[config.mk]
export PLATFORM = sky130hd
export DESIGN_NAME = dlsc_pcie_s6_tx_arbiter
export DESIGN_NICKNAME = d
export VERILOG_FILES = /design/src/rtl/dlsc_pcie_s6_tx_arbiter.sv
export SDC_FILE = /design/constraint.sdc
export NUM_CORES = 1
export LEC_CHECK = 0
export ABC_AREA = 0
export CAP_MARGIN = 10
export CORE_UTILIZATION = 28
export DETAILED_ROUTE_END_ITERATION = 6
export HOLD_SLACK_MARGIN = 0.12
export PLACE_DENSITY = 0.87
export SLEW_MARGIN = 10
export SYNTH_ARGS = -nofsm -noshare
export SYNTH_HDL_FRONTEND = slang
export SYNTH_SLANG_ARGS = --single-unit
[constraint.sdc]
create_clock -name clk -period 2.7 [get_ports clk]
set_input_delay 0.405 -clock clk [delete_from_list [all_inputs] [get_ports clk]]
set_output_delay 0.405 -clock clk [all_outputs]
set_load 0.02 [all_outputs]
[src/rtl/dlsc_pcie_s6_tx_arbiter.sv]
// dlsc_pcie_s6_tx_arbiter
// Packet-atomic arbiter sharing one TX TLP stream between three generators:
//   source 0 = inbound completions, 1 = outbound reads, 2 = outbound writes.
// One source is granted per packet. While granted, its beats pass straight
// through (zero latency; tx_ready -> src_ready is combinational).
// Optional build macro: DLSC_PCIE_S6_TX_ARB_CPL_PRIORITY_EN
//   defined   : completions (source 0) win whenever eligible; round-robin
//               among sources 1 and 2 otherwise.
//   undefined : plain 3-way round-robin.

module dlsc_pcie_s6_tx_arbiter #(
    parameter int DATA = 32
) (
    input  logic                clk,
    input  logic                rst,
    input  logic                tx_disable,
    input  logic [2:0]          src_ok,
    output logic [2:0]          src_ready,
    input  logic [2:0]          src_valid,
    input  logic [3*DATA-1:0]   src_data,
    input  logic [2:0]          src_last,
    input  logic [2:0]          src_error,
    input  logic                tx_ready,
    output logic                tx_valid,
    output logic [DATA-1:0]     tx_data,
    output logic                tx_last,
    output logic                tx_error,
    output logic                arb_busy,
    output logic [1:0]          arb_grant
);

    typedef enum logic {
        ST_IDLE = 1'b0,
        ST_PKT  = 1'b1
    } st_t;

    st_t        st_q;
    st_t        st_d;
    logic [1:0] grant_q;
    logic [1:0] grant_d;
    logic [1:0] ptr_q;
    logic [1:0] ptr_d;

    logic [2:0] elig_s;
    logic       win_found_s;
    logic [1:0] win_idx_s;
    logic       win_upd_ptr_s;

    // Next index in modulo-3 order; an illegal value restarts at source 0.
    function automatic logic [1:0] mod3_inc(input logic [1:0] v);
        logic [1:0] r;
        case (v)
            2'd0:    r = 2'd1;
            2'd1:    r = 2'd2;
            2'd2:    r = 2'd0;
            default: r = 2'd0;
        endcase
        return r;
    endfunction

    // Round-robin search ptr+1, ptr+2, ptr; returns {found, index}.
    function automatic logic [2:0] rr_pick3(input logic [1:0] ptr, input logic [2:0] elig);
        logic [1:0] c1;
        logic [1:0] c2;
        logic [1:0] c3;
        logic [2:0] r;
        c1 = mod3_inc(ptr);
        c2 = mod3_inc(c1);
        c3 = mod3_inc(c2);
        if (elig[c1]) begin
            r = {1'b1, c1};
        end else if (elig[c2]) begin
            r = {1'b1, c2};
        end else if (elig[c3]) begin
            r = {1'b1, c3};
        end else begin
            r = 3'b000;
        end
        return r;
    endfunction

    // Two-way round-robin between sources 1 and 2; returns {found, index}.
    function automatic logic [2:0] rr_pick12(input logic [1:0] ptr, input logic [2:0] elig);
        logic [2:0] r;
        if (ptr == 2'd1) begin
            if (elig[2]) begin
                r = {1'b1, 2'd2};
            end else if (elig[1]) begin
                r = {1'b1, 2'd1};
            end else begin
                r = 3'b000;
            end
        end else begin
            if (elig[1]) begin
                r = {1'b1, 2'd1};
            end else if (elig[2]) begin
                r = {1'b1, 2'd2};
            end else begin
                r = 3'b000;
            end
        end
        return r;
    endfunction

    // Eligibility: a source must present a beat, hold admission, and TX must be enabled.
    always_comb begin
        elig_s = src_valid & src_ok & {3{~tx_disable}};
    end

`ifdef DLSC_PCIE_S6_TX_ARB_CPL_PRIORITY_EN
    // Winner selection with completions first; pointer only tracks sources 1/2.
    always_comb begin
        logic [2:0] pick;
        pick = rr_pick12(ptr_q, elig_s);
        if (elig_s[0]) begin
            win_found_s   = 1'b1;
            win_idx_s     = 2'd0;
            win_upd_ptr_s = 1'b0;
        end else begin
            win_found_s   = pick[2];
            win_idx_s     = pick[1:0];
            win_upd_ptr_s = pick[2];
        end
    end
`else
    // Winner selection: plain 3-way round-robin starting after the last grant.
    always_comb begin
        logic [2:0] pick;
        pick          = rr_pick3(ptr_q, elig_s);
        win_found_s   = pick[2];
        win_idx_s     = pick[1:0];
        win_upd_ptr_s = pick[2];
    end
`endif

    // Beat steering: route the granted source to TX, idle drives all zeros.
    always_comb begin
        tx_valid  = 1'b0;
        tx_data   = {DATA{1'b0}};
        tx_last   = 1'b0;
        tx_error  = 1'b0;
        src_ready = 3'b000;
        if (st_q == ST_PKT) begin
            case (grant_q)
                2'd0: begin
                    tx_valid     = src_valid[0];
                    tx_data      = src_data[0*DATA +: DATA];
                    tx_last      = src_last[0];
                    tx_error     = src_error[0];
                    src_ready[0] = tx_ready;
                end
                2'd1: begin
                    tx_valid     = src_valid[1];
                    tx_data      = src_data[1*DATA +: DATA];
                    tx_last      = src_last[1];
                    tx_error     = src_error[1];
                    src_ready[1] = tx_ready;
                end
                2'd2: begin
                    tx_valid     = src_valid[2];
                    tx_data      = src_data[2*DATA +: DATA];
                    tx_last      = src_last[2];
                    tx_error     = src_error[2];
                    src_ready[2] = tx_ready;
                end
                default: begin
                    tx_valid  = 1'b0;
                    tx_data   = {DATA{1'b0}};
                    tx_last   = 1'b0;
                    tx_error  = 1'b0;
                    src_ready = 3'b000;
                end
            endcase
        end else begin
            tx_valid  = 1'b0;
            tx_data   = {DATA{1'b0}};
            tx_last   = 1'b0;
            tx_error  = 1'b0;
            src_ready = 3'b000;
        end
    end

    // Next-state: grant on arbitration in idle, release after the last beat is accepted.
    always_comb begin
        st_d    = st_q;
        grant_d = grant_q;
        ptr_d   = ptr_q;
        case (st_q)
            ST_IDLE: begin
                if (win_found_s) begin
                    st_d    = ST_PKT;
                    grant_d = win_idx_s;
                    if (win_upd_ptr_s) begin
                        ptr_d = win_idx_s;
                    end else begin
                        ptr_d = ptr_q;
                    end
                end else begin
                    st_d    = ST_IDLE;
                    grant_d = grant_q;
                    ptr_d   = ptr_q;
                end
            end
            ST_PKT: begin
                if (tx_ready && tx_valid && tx_last) begin
                    st_d = ST_IDLE;
                end else begin
                    st_d = ST_PKT;
                end
            end
            default: begin
                st_d    = ST_IDLE;
                grant_d = 2'd0;
                ptr_d   = 2'd2;
            end
        endcase
    end

    // State registers; reset points ptr at source 2 so source 0 wins first.
    always_ff @(posedge clk) begin
        if (rst) begin
            st_q    <= ST_IDLE;
            grant_q <= 2'd0;
            ptr_q   <= 2'd2;
        end else begin
            st_q    <= st_d;
            grant_q <= grant_d;
            ptr_q   <= ptr_d;
        end
    end

    // Status outputs come straight from the state registers.
    always_comb begin
        arb_busy  = (st_q == ST_PKT);
        arb_grant = grant_q;
    end

endmodule

* Yosys cells after proc, flatten, opt, wreduce, memory -nomap -nowiden *
Cells that the tools add are included.

storage, ports and cells
  bits in registers = 5
  bits of input ports = 112
  output and inout port bits = 41
  word-level logic and storage cells = 49

operators by class
  order comparisons = 3
  eq/ne operators = 5
  mux-type cells = 27
  bitwise logic cells = 4
  reductions and logical operators = 7

operator list
  kind                                                                    number
  32-bit one-hot mux with 3 select lines                                  1
  32-bit two-way mux                                                      1
  3-bit two-way mux                                                       4
  2-bit one-hot mux with 2 select lines                                   3
  1-bit two-way mux                                                       11
  2-bit by 3-bit < comparator with 1-bit output (second input constant)   3
  1-bit one-hot mux with 3 select lines                                   3
  2-bit by 1-bit equality test with 1-bit output (second input constant)  4
  2-bit zero test                                                         4
  3-bit bitwise AND                                                       2
  1-bit binary-select mux with 2-bit select                               3
  2-bit equality test (second input constant)                             1
  1-bit logical AND                                                       2
  1-bit inverter                                                          2
  1-bit one-hot mux with 2 select lines                                   1
  2-bit AND reduction                                                     1

* Logic depth before layout (Yosys ltp) *
Gate-level depths: netlist (run 1).

  word-level depth = 13
  mapped depth = 7
  depth with buffers taken out = 4

* Least setup slack after synthesis (run 1) *
No wires, ideal clock.

  path kind = reg-to-output
  start point = register grant_q[1], in the netlist arb_grant[1]
  end point = output port src_ready[2]
  arrival time = 1459 ps
  required time = 2295 ps
  path slack = 836 ps
  stages on the path, launching flop included = 4
  buffers on the path = 2
  path through = dfxtp_1 buf_2 buf_2 nor3b_1

between the ends
  word-level cells in the longest chain between the ends = 3

ends and longest elaborated chain
  what                      line  source
  start: declaration        39    logic [1:0] grant_q;
  start signal: assignment  227   grant_q <= grant_d;
  2-bit equality test       144   case (grant_q)
  1-bit two-way mux         144
  3-bit two-way mux         143   if (st_q == ST_PKT) begin
  end: declaration          18    output logic [2:0] src_ready,

No other way between the ends.

* Worst setup path after layout (run 1) *
  start point = register grant_q[0], in the netlist arb_grant[0]
  end point = output port tx_data[19]

between the ends
  word-level cells in the longest chain between the ends = 3
  elaborated cells between the ends (all ways) = 5
  those cells by class = eq/ne: 2; mux: 2; reduce/logical: 1

ends and longest elaborated chain
  what                                               line  source
  2-bit equality test, or another cell as far along  144
  32-bit one-hot mux with 3 select lines (*)         144
  32-bit two-way mux (*)                             143
  end: declaration                                   25    output logic [DATA-1:0] tx_data,

Every way passes the cells marked *; elsewhere a longest branch is shown, timed or not.

==> flow_summary_export.csv, run 1 <==
group,metric,value,unit
critical_path,r2r-end,"arb_busy",
drt,routed_via_density,4.911,
sta,fin_tns_setup,0,ns
power,power,635.9,µW
clock_tree,clock_latency,0.21,ns
run_status,status,"completed",
power,leakagePower,0.9786,nW
sta,finalSetupViolCount,0,
power,vdd_ir_drop_max,0.08913,mV
sta,tightest_slew,0.4501,ns
clock_tree,post_cts_resized,0,
critical_path,crit_required,2.30,ns
critical_path,r2r_cells,5,
yosys,synth_area_leader_cell,"mux2i_1",
global_routing,grt_remaining_overflow,0,
critical_path,path_max_fanout,16,
clock_tree,cts_buffers,3,
yosys,synthArstFlopShare,0,%
clock_tree,h-tree-depth,1,
critical_path,reg2reg_slack,1.16,ns
final_layout,multi_input_comb_area,1045,µm²
final_layout,layout.nets,446,
drt,drtIter0Drc,81,
yosys,synth.top_cells.by_area,"mux2i_1 29%, and2_1 17%, o21ai_1 13%",
global_routing,grt_max_degree,43,
sta,grt_setup_unrepaired,"no",
critical_path,cp.arrival,2.10,ns
global_routing,track_usage,22.62,%
floorplanning,io_pins,153,
min_path,hold_end,"ptr_q[1]",
clock_tree,clk_path_buf_depth,2,
drt,via_count,1876,
yosys,ys_warn_count,0,
sta,whs,0.5590,ns
min_path,holdPathStages,2,
final_layout,fin_cells,382,
floorplanning,core,4086,µm²
yosys,synth_seq_area_share,6.584,%
clock_tree,ctsHoldBuffers,0,
placement,dp.cells,379,
yosys,synth_seq_cells,4,
sta,period_share,92.82,%
yosys,ys_types,26,
final_layout,regArea,81.33,µm²
placement,place_hpwl,4254,µm
sta,fmax,0.3990,GHz
sta,hold_viol,0,
yosys,synth_area,1216,µm²
global_routing,grt_pass1_wl,7976,µm
placement,port-buffer-count,152,
yosys,netlist_top_cells_count,"39 x nand2_1, 35 x mux2i_1, 34 x and2_1",
final_layout,fill_cells,376,
flow_run,drv_cap,0,
sta,period_needed,2.506,ns
yosys,synth_edf_count,0,
clock_tree,post-cts-setup-buffers,0,
sta,relSlewSlack,69.99,%
yosys,ys.flop_type,"dfxtp_1",
drt,wl_per_cell,14.13,µm
final_layout,antenna_cells,0,
yosys,yosysMostFrequentCell,"nand2_1",
drt,drt_wl_total,5396,µm
global_routing,grt_pass1_vias,1766,
clock_tree,root_buffer,"clkbuf_8",
sta,skew,0.0008668,ns
final_layout,syn2layout_area_growth,132.2,%
critical_path,cp-start-kind,"flip-flop",
floorplanning,rows,23,
floorplanning,die_w,67.91,µm
clock_tree,clk_pin_slew_worst_paths,0.03,ns
yosys,syn-mean-instance-area,6.504,µm²
yosys,synth_top_area_share,28.81,%
min_path,hp-class,"reg2reg",
floorplanning,die_area,4611,µm²
critical_path,crit_type,"reg2out",
drt,drt_first_pass_iters,4,
floorplanning,start_util,29.76,%
yosys,synth_nets,299,
clock_tree,cts_tree,"built",
critical_path,end_kind,"primary output",
final_layout,drive_gt1_share,4.518,%
placement,gp_congestion,0.8202,
min_path,min_from,"ptr_q[1]",
clock_tree,clock_sinks,4,
power,power_density,225.2,nW/µm²
global_routing,antenna_found_initial,0,
critical_path,crit_start,"arb_grant[0]",
floorplanning,fp.dieH,67.91,µm
critical_path,r2r_start,"arb_grant[0]",
drt,final_antenna_net_count,0,
yosys,synthCells,187,
drt,drc,0,
sta,drv_slew,0,
## sequential cells by signal, indices dropped and copies added, names as in the netlist
| signal | flops |
|---|---|
| arb_grant | 2 |
| arb_busy | 1 |
| ptr_q | 1 |
## metrics by stage
stage / setup WS [ns] / cell area, µm² / util (%)
after floorplan: 0.8364 / 1216 / -
after global placement: 0.3338 / 2783 / 68.10
after detailed placement: 0.3227 / 2783 / 68.10
after CTS: 0.1792 / 2824 / 69.11
after global routing: 0.06869 / 2824 / 69.11
final: 0.1939 / 2824 / 69.11
## power breakdown
part	total [mW]	internal (mW)	switching [mW]
clock network	0.124	0.0949	0.0294
registers	0.0712	0.0638	0.00734
logic	0.440	0.273	0.168
## kinds of logic (layout without fill, tap and decap cells)
kind of cell,Yosys count,after routing,share of synthesized area (%)
AND/OR/NAND/NOR,84,84,35.60
AO/OA/AOI/OAI,46,46,21.30
multiplexers,35,35,28.81
buffers and inverters,18,163,7.715
flip-flops,4,4,6.585
## routing by layer
metal | vias up | part of all wire (%) | GRT usage [%]
li1 | 935 | - | -
met1 | 878 | 40 | 25.71
met2 | 57 | 54 | 42.82
met3 | 6 | 4.9 | 3.500
met4 | 0 | 0.95 | 6.510
met5 | - | 0 | 0
## critical path, stage by stage (launching register included)
cell and delay (ns):
dfxtp_2 0.60, buf_4 0.29, mux2i_1 0.21, o21ai_1 0.06, and2_1 0.16, clkdlybuf4s50_1 0.55
## cells in the final DEF, fill, tap and decap left out, types with 3 or more instances in the layout
master / count
a21oi_1: 3
and2_1: 34
buf_4: 7
clkbuf_8: 3
clkdlybuf4s50_1: 152
dfxtp_1: 3
mux2i_1: 35
nand2_1: 39
o21ai_0: 3
o21ai_1: 32
## cell type report
type	instances	share of cell area (%)
well taps	50	2.215
repair buffers	160	56.45
flip-flops and latches	4	2.880
multi-input cells	165	37.00
clock buffers	3	1.462
## worst max path at each step
stage / end / slack [ns] / cells past startpoint
detailed placement: tx_last / 0.32 / 5
finish: tx_data[19] / 0.19 / 5
floorplan: src_ready[2] / 0.84 / 3
global placement: tx_last / 0.33 / 5
CTS: tx_data[25] / 0.18 / 5
global route: tx_data[18] / 0.07 / 5
Power figures use the tool's default switching activity.
==> inputs of run 2 (changes only) <==
- MAX_ROUTING_LAYER: unset -> met4
==> run 2 against run 1 <==
Against the previous run:
- sequential share of layout area unchanged
- largest power group unchanged
- combinational power is essentially flat
- flip-flop and latch count stayed put
- worst setup slack is essentially flat
- non-clock buffer count unchanged
- highest routed layer unchanged
- routed wire length shrank 0.30%
- hold slack about the same
==> flow_summary_export.csv, run 2 (synthesized netlist as in run 1, its figures left out) <==
group,metric,value,unit
global_routing,track_usage,23.19,%
critical_path,crit_required,2.30,ns
final_layout,multi_input_comb_area,1045,µm²
sta,fin_tns_setup,0,ns
power,clock_power_share,19.5,%
sta,grt_setup_unrepaired,"no",
power,vdd_ir_drop_max,0.08914,mV
final_layout,final_cell_mix,"152 x clkdlybuf4s50_1, 39 x nand2_1, 35 x mux2i_1, 34 x and2_1, 32 x o21ai_1",
drt,via_count,1880,
drt,drt_first_pass_iters,4,
clock_tree,cts_buffers,3,
clock_tree,h-tree-depth,1,
flow_run,drv_cap,0,
floorplanning,io_pins,153,
power,power,636.0,µW
run_status,status,"completed",
clock_tree,post-cts-setup-buffers,0,
floorplanning,rows,23,
clock_tree,cts_tree,"built",
global_routing,grt_remaining_overflow,0,
floorplanning,die_w,67.91,µm
power,switching_power,204.4,µW
global_routing,grt_max_degree,43,
sta,relSlewSlack,69.99,%
power,leakagePower,0.9786,nW
final_layout,fill_cells,376,
min_path,hp-class,"reg2reg",
clock_tree,clk_path_buf_depth,2,
floorplanning,core,4086,µm²
critical_path,crit_type,"reg2out",
sta,period_share,92.84,%
sta,whs,0.5590,ns
clock_tree,root_buffer,"clkbuf_8",
critical_path,cp.arrival,2.10,ns
power,seqPwrFrac,11.2,%
floorplanning,fp.dieH,67.91,µm
sta,drv_slew,0,
global_routing,grt_pass1_vias,1772,
clock_tree,clock_latency,0.21,ns
floorplanning,die_area,4611,µm²
clock_tree,clock_sinks,4,
floorplanning,start_util,29.76,%
final_layout,antenna_cells,0,
final_layout,drive_gt1_share,4.518,%
clock_tree,ctsHoldBuffers,0,
power,internal_power,431.6,µW
sta,period_needed,2.507,ns
power,combPwrFrac,69.3,%
critical_path,end_kind,"primary output",
final_layout,layout.nets,446,
drt,routed_via_density,4.921,
placement,place_hpwl,4254,µm
drt,final_antenna_net_count,0,
final_layout,final_common_cell,"clkdlybuf4s50_1",
final_layout,syn2layout_area_growth,132.2,%
clock_tree,post_cts_resized,0,
placement,gp_congestion,0.8325,
clock_tree,clk_pin_slew_worst_paths,0.03,ns
power,p_sw_share,32.13,%
sta,tightest_slew,0.4501,ns
placement,port-buffer-count,152,
sta,hold_viol,0,
power,power_density,225.2,nW/µm²
drt,drc,0,
critical_path,path_max_fanout,16,
global_routing,antenna_found_initial,0,
final_layout,largest_register_ffs,2,
sta,finalSetupViolCount,0,
critical_path,reg2reg_slack,1.16,ns
final_layout,regArea,81.33,µm²
sta,fmax,0.3990,GHz
drt,drtIter0Drc,81,
drt,drt_wl_total,5380,µm
critical_path,cp-start-kind,"flip-flop",
sta,skew,0.0008668,ns
global_routing,grt_pass1_wl,7955,µm
drt,wl_per_cell,14.08,µm
## run 2: cell counts in the layout (fill, tap and decap cells not counted)
No cell type changed its count.
## run 2: metal layers
layer  share of wire [%]  wire (µm)  vias up  GRT usage, %
met4                 1.2         65        0         6.771
met5                   0          0        -             -
met2                  54       2927       57         42.70
li1                    -          -      936             -
met1                  41       2187      879         26.50
met3                 3.7        199        8         1.833
## run 2: path summary, 6_finish.rpt
check / from / end / cells past startpoint
max: arb_grant[0] / tx_data[19] / 5
max reg2reg: arb_grant[0] / arb_busy / 5
min reg2reg: ptr_q[1] / ptr_q[1] / 2
min: ptr_q[1] / ptr_q[1] / 2
## run 2: power groups by stage
stage / sequential, mW / combinational, mW / clock (mW)
after floorplan: 0.0711 / 0.177 / 0
after global placement: 0.0713 / 0.434 / 0
after detailed placement: 0.0715 / 0.440 / 0
after CTS: 0.0711 / 0.443 / 0.128
after global routing: 0.0718 / 0.474 / 0.132
final: 0.0712 / 0.440 / 0.124
## run 2: worst max-delay path, cell delays in order (launching register included)
cell and delay (ns):
dfxtp_2 0.60, buf_4 0.29, mux2i_1 0.21, o21ai_1 0.06
and2_1 0.16, clkdlybuf4s50_1 0.55
## run 2: cell type report
cell class,count,area share (%)
Sequential cell,4,2.880
Clock buffer,3,1.462
Multi-Input combinational cell,165,37.00
Tap cell,50,2.215
Timing Repair Buffer,160,56.45
## run 2: per-stage QoR
step           instance area [µm²]  util (%)  setup slack (ns)  instances
2_1_floorplan                 1216         -            0.8364        187
5_1_grt                       2824     69.11           0.07032        382
3_5_place_dp                  2783     68.10            0.3227        379
4_1_cts                       2824     69.11            0.1792        382
6_report                      2824     69.11            0.1934        382
3_3_place_gp                  2783     68.10            0.3338        379
